[config.mk]
export PLATFORM = sky130hd
export DESIGN_NAME = dmem_arbiter
export DESIGN_NICKNAME = d
export VERILOG_FILES = /design/src/rtl/dmem_pkg.sv /design/src/rtl/dmem_arbiter_rr.sv /design/src/rtl/dmem_arbiter.sv
export SDC_FILE = /design/constraint.sdc
export NUM_CORES = 1
export LEC_CHECK = 0
export CAP_MARGIN = 10
export CORE_UTILIZATION = 35
export DETAILED_ROUTE_END_ITERATION = 10
export PLACE_DENSITY = 0.8
export SLEW_MARGIN = 20
export SYNTH_ARGS = -nofsm -noshare
export SYNTH_HDL_FRONTEND = slang
export SYNTH_SLANG_ARGS = --single-unit
[constraint.sdc]
create_clock -name clock_i -period 1.6 [get_ports clock_i]
set_input_delay 0.24 -clock clock_i [delete_from_list [all_inputs] [get_ports clock_i]]
set_output_delay 0.24 -clock clock_i [all_outputs]
set_load 0.02 [all_outputs]
[src/rtl/dmem_pkg.sv]
// Shared definitions for the data-memory arbiter: access width codes and the
// access legality check applied when a request is accepted.
package dmem_pkg;

  typedef enum logic [2:0] {
    F3_B  = 3'b000,
    F3_H  = 3'b001,
    F3_W  = 3'b010,
    F3_BU = 3'b100,
    F3_HU = 3'b101
  } f3_e;

  localparam int MEM_BYTES_DEF = 4096;

  // True for an unknown width code or an address not aligned to the access size.
  function automatic logic access_bad(input logic [2:0] f3, input logic [1:0] a_lsb);
    logic bad;
    case (f3)
      F3_B, F3_BU: bad = 1'b0;
      F3_H, F3_HU: bad = a_lsb[0];
      F3_W:        bad = |a_lsb;
      default:     bad = 1'b1;
    endcase
    return bad;
  endfunction

endpackage

[src/rtl/dmem_arbiter_rr.sv]
// Round-robin pick: the search starts at ptr_i and the first asserted request
// wins. Produces a one-hot grant plus the winner index.
module rr_arbiter #(
  parameter int N  = 2,
  parameter int PW = $clog2(N)
) (
  input  logic [N-1:0]  req_i,
  input  logic [PW-1:0] ptr_i,
  output logic [N-1:0]  grant_o,
  output logic [PW-1:0] winner_o,
  output logic          any_o
);

  logic [PW-1:0] idx;

  always_comb begin
    grant_o  = '0;
    winner_o = '0;
    any_o    = 1'b0;
    idx      = '0;
    for (int k = 0; k < N; k++) begin
      idx = PW'((int'(ptr_i) + k) % N);
      if (!any_o && req_i[idx]) begin
        any_o        = 1'b1;
        grant_o[idx] = 1'b1;
        winner_o     = idx;
      end
    end
  end

endmodule

[src/rtl/dmem_arbiter.sv]
// Shares the single-port data memory between NUM_REQ requesters through a
// hold -> access -> respond pipeline; illegal accesses never reach the memory.
module dmem_arbiter
  import dmem_pkg::*;
#(
  parameter int NUM_REQ   = 2,
  parameter int ADDR_W    = 32,
  parameter int DATA_W    = 32,
  parameter int MEM_BYTES = MEM_BYTES_DEF
) (
  input  logic                      clock_i,
  input  logic                      reset_i,
  input  logic [NUM_REQ-1:0]        req_valid_i,
  input  logic [NUM_REQ-1:0]        req_write_i,
  input  logic [3*NUM_REQ-1:0]      req_func3_i,
  input  logic [ADDR_W*NUM_REQ-1:0] req_addr_i,
  input  logic [DATA_W*NUM_REQ-1:0] req_wdata_i,
  output logic [NUM_REQ-1:0]        req_grant_o,
  output logic [NUM_REQ-1:0]        rsp_valid_o,
  output logic [DATA_W-1:0]         rsp_rdata_o,
  output logic                      rsp_error_o,
  output logic                      memoryReadEnable_o,
  output logic                      memoryWriteEnable_o,
  output logic [2:0]                func3_o,
  output logic [ADDR_W-1:0]         memoryAddress_o,
  output logic [DATA_W-1:0]         writeData_o,
  input  logic [DATA_W-1:0]         readData_i
);

  localparam int PW = $clog2(NUM_REQ);

  logic [PW-1:0]      rr_ptr_q, rr_ptr_d, winner;
  logic [NUM_REQ-1:0] grant_raw;
  logic               any_req, accept;

  logic               sel_wr, sel_err;
  logic [2:0]         sel_f3;
  logic [ADDR_W-1:0]  sel_addr;
  logic [DATA_W-1:0]  sel_wdata;

  logic               hold_vld_q, hold_wr_q, hold_err_q;
  logic [2:0]         hold_f3_q;
  logic [ADDR_W-1:0]  hold_addr_q;
  logic [DATA_W-1:0]  hold_wdata_q;
  logic [PW-1:0]      hold_id_q;
  logic               mem_go;

  logic [NUM_REQ-1:0] rsp_valid_q;
  logic [DATA_W-1:0]  rsp_rdata_q;
  logic               rsp_error_q;

  rr_arbiter #(.N(NUM_REQ), .PW(PW)) u_rr (
    .req_i    (req_valid_i),
    .ptr_i    (rr_ptr_q),
    .grant_o  (grant_raw),
    .winner_o (winner),
    .any_o    (any_req)
  );

  // No acceptance while reset is held, so nothing enters the pipe mid-reset.
  assign req_grant_o = reset_i ? '0 : grant_raw;
  assign accept      = any_req & ~reset_i;

  always_comb begin
    sel_wr    = req_write_i[winner];
    sel_f3    = req_func3_i[3*int'(winner) +: 3];
    sel_addr  = req_addr_i[ADDR_W*int'(winner) +: ADDR_W];
    sel_wdata = req_wdata_i[DATA_W*int'(winner) +: DATA_W];
    sel_err   = access_bad(sel_f3, sel_addr[1:0]) | (sel_addr >= ADDR_W'(MEM_BYTES));
    rr_ptr_d  = rr_ptr_q;
    if (accept) rr_ptr_d = (winner == PW'(NUM_REQ - 1)) ? '0 : winner + PW'(1);
  end

  always_ff @(posedge clock_i) begin
    if (reset_i) begin
      rr_ptr_q     <= '0;
      hold_vld_q   <= 1'b0;
      hold_wr_q    <= 1'b0;
      hold_err_q   <= 1'b0;
      hold_f3_q    <= '0;
      hold_addr_q  <= '0;
      hold_wdata_q <= '0;
      hold_id_q    <= '0;
      rsp_valid_q  <= '0;
      rsp_rdata_q  <= '0;
      rsp_error_q  <= 1'b0;
    end else begin
      rr_ptr_q     <= rr_ptr_d;
      hold_vld_q   <= accept;
      hold_wr_q    <= sel_wr;
      hold_err_q   <= sel_err;
      hold_f3_q    <= sel_f3;
      hold_addr_q  <= sel_addr;
      hold_wdata_q <= sel_wdata;
      hold_id_q    <= winner;
      rsp_valid_q  <= hold_vld_q ? (NUM_REQ'(1) << hold_id_q) : '0;
      rsp_error_q  <= hold_vld_q & hold_err_q;
      rsp_rdata_q  <= (mem_go & ~hold_wr_q) ? readData_i : '0;
    end
  end

  assign mem_go = hold_vld_q & ~hold_err_q & ~reset_i;

  assign memoryReadEnable_o  = mem_go & ~hold_wr_q;
  assign memoryWriteEnable_o = mem_go & hold_wr_q;
  assign func3_o             = mem_go ? hold_f3_q : '0;
  assign memoryAddress_o     = mem_go ? hold_addr_q : '0;
  assign writeData_o         = (mem_go & hold_wr_q) ? hold_wdata_q : '0;

  assign rsp_valid_o = rsp_valid_q;
  assign rsp_rdata_o = rsp_rdata_q;
  assign rsp_error_o = rsp_error_q;

endmodule

==> impl_metrics.yaml <==
setup_path:
  critPathMaxStageDelay_ns: 0.35
  critPathTopFamily: "buffers and inverters"
  critPathMaxFanout: 7
  end_kind: "output pin"
  cp_num_buf_inv: 4
  worstSetupPathType: "flop to output pin"
  timing.critical_path.mode_cell: "buf_6"
  crit_chain: "nand2b_4 -> nor2_4 -> buf_6 -> buf_16 -> buf_12 -> and3_4 -> buf_6"
  ff2ff_path_depth: 6
  critPathLaunchType: "flop"
  r2r_start: "rr_ptr_q"
  worst_path_max_delay_cell: "dfxtp_2"
  r2r_end: "hold_addr_q[25]"
  required_ns: 1.36
  arrival_ns: 1.58
  r2r_setup_slack_ns: 0.10
placed_design:
  dp_hpwl_um: 10900
  gp_congestion: 0.888
  dpl-instance-area_sq_mm: 0.00702
  dp.cells: 888
  io_buffers: 277
  dp_slack_ns: -0.350
global_route:
  track_usage_pct: 25.0
  globalRouteOverflowTotal: 0
  grt_max_degree: 42
  grt_pass1_vias: 4467
  antenna_found_initial: 0
  grt_pass1_wl_um: 22500
die:
  rows: 38
  dieArea_sq_mm: 0.0119
  ioPinCount: 278
  initial_core_util_pct: 36.5
  die_w_um: 109
  core_sq_mm: 0.0110
  fp.dieH_um: 109
sta:
  slew_headroom_pct: 71.1
  min_period_over_period_pct: 114
  fmax_mhz: 550
  rsz0062_at_grt: "yes"
  holdWs_ns: 0.321
  min_period_ns: 1.82
  fin_tns_setup_ns: -8.98
  fin_skew_ns: 0.0102
  worst_pin_slew_ns: 0.433
  fin_ws_ns: -0.219
  finalHoldViolations: 0
  final_max_slew_viol_count: 0
  setup-violations-final: 68
synthesis:
  synth.avg_cell_area_sq_um: 8.28
  synth_area_sq_mm: 0.00402
  synth_nets: 658
  synthArstFlopShare_pct: 0
  yosysMostFrequentCell: "nand2_1"
  synth_area_leaders: "dfxtp_1, nand2_1, and2_1"
  ys_types: 22
  synth_top_area_share_pct: 53.3
  yosysSeqAreaShare_pct: 53.3
  yosysWarnings: 0
  yosys_register_bits: 107
  synth_edf_count: 0
  yosysTopAreaCell: "dfxtp_1"
  synth.top_cells.by_count: "nand2_1, dfxtp_1, a21oi_1, and2_1, and3_1"
  syn_inst: 486
  synth-main-ff-cell: "dfxtp_1"
drt:
  via_count: 4546
  wirelength_um: 15800
  drtPass1Iterations: 4
  post_drt_wl_per_cell_um: 17.0
  ant_nets: 0
  drt_iter0_markers: 211
  drc_errors: 0
  drt-vias-per-instance: 4.89
run_status:
  outcome: "finished, violations left"
  failed_checks: "negative setup slack"
finish:
  nets: 956
  area_growth_pct: 100
  finish.utilization_pct: 73.1
  drive_gt1_share_pct: 26.1
  nFillCells: 800
  multi_input_area_sq_mm: 0.00199
  regArea_sq_mm: 0.00215
  instances_no_fill: 929
  stdcell_area_sq_mm: 0.00806
  num_antenna_cells: 0
clocking:
  clock_sinks: 107
  cts.htree.levels: 3
  clkTransAtPathRegs_ns: 0.08
  cts-root-buf: "clkbuf_16"
  cts_buffers: 9
  cts.path.max_buffers: 2
  hold_buffers: 0
  clk_latency_ns: 0.34
  cts_tree: "done"
power_and_ir_drop:
  power_density_mw_per_mm2: 776
  irDropWorstVdd_mv: 0.536
  finalPower_mw: 6.26
  cellLeakagePower_nw: 3.41
hold_path:
  hp-start: "reset_i"
  hold_class: "input pin to flop"
  hold_depth: 4
  min_to: "rsp_valid_o[0]"
flow_run:
  cap_violations: 0
[cell usage in the layout, fill, tap and decap left out, types with 2 or more instances in the layout]
cell type / instances
a21oi_1: 71
and2_1: 40
and2_4: 30
and3_4: 31
buf_12: 7
buf_16: 3
buf_4: 21
buf_6: 81
clkbuf_16: 12
clkdlybuf4s50_1: 205
dfxtp_1: 104
dfxtp_2: 3
inv_8: 2
nand2_1: 137
nand2b_4: 2
nor2_1: 5
nor4_1: 8
o211ai_1: 2
or4_1: 4
[worst max path at each step]
stage                     startpoint             endpoint  slack, ns  cells after the start
after CTS                 hold_vld_q       writeData_o[5]      -0.21                      7
final                     hold_vld_q       writeData_o[6]      -0.22                      7
after global placement       reset_i   memoryAddress_o[1]      -0.32                      6
after global routing      hold_vld_q       writeData_o[6]      -0.28                      7
after detailed placement     reset_i       writeData_o[3]      -0.35                      6
after floorplan              reset_i  memoryAddress_o[12]       0.14                      5
[kinds of logic (layout without fill, tap and decap cells)]
group           Yosys count  in the layout  synth area share [%]
compound gates           77             77                  10.2
buf+inv                  37            340                  3.92
flops                   107            107                  53.3
mux                       1              1                 0.249
simple gates            264            264                  32.4
[flip-flops by register name (all words and copies together), names as in the netlist]
signal / count
hold_wdata_q: 32
hold_vld_q: 1
rsp_error_o: 1
hold_id_q: 1
hold_wr_q: 1
rr_ptr_q: 1
rsp_rdata_o: 32
hold_f3_q: 3
rsp_valid_o: 2
hold_addr_q: 32
hold_err_q: 1
[routing by layer]
layer / vias to the layer above / global-route usage, % / share of wire [%]
met5: - / 0 / 0
met4: 0 / 9.24 / 2.7
met3: 30 / 8.49 / 9.6
met2: 239 / 45.9 / 51
met1: 2098 / 26.2 / 36
li1: 2179 / - / -
[where the power goes]
part	switching [mW]	internal [mW]	total, mW
registers	0.0515	2.81	2.86
clock network	1.04	1.24	2.28
logic	0.449	0.663	1.11
total	1.54	4.72	6.26
[worst min-delay path, cell delays in order]
cell and delay, ns:
buf_2 0.09, nand2b_4 0.13, buf_4 0.12, nor2_1 0.04
[repair_timing]
action / CTS / global route
resized for setup: 440 / 47
setup buffers: 17 / 4
pin swaps: 12 / 20
cloned: 4 / 3
endpoints found under the setup margin: 71 / 85
[final cells by class]
type                            count  area share [%]
Clock buffer                        9            2.79
Timing Repair Buffer              323            42.7
Multi-Input combinational cell    342            24.7
Inverter                            1          0.0466
Tap cell                          140            2.17
Sequential cell                   107            26.6
Clock inverter                      7            1.02
No activity file was read; power rests on OpenSTA's default activity.
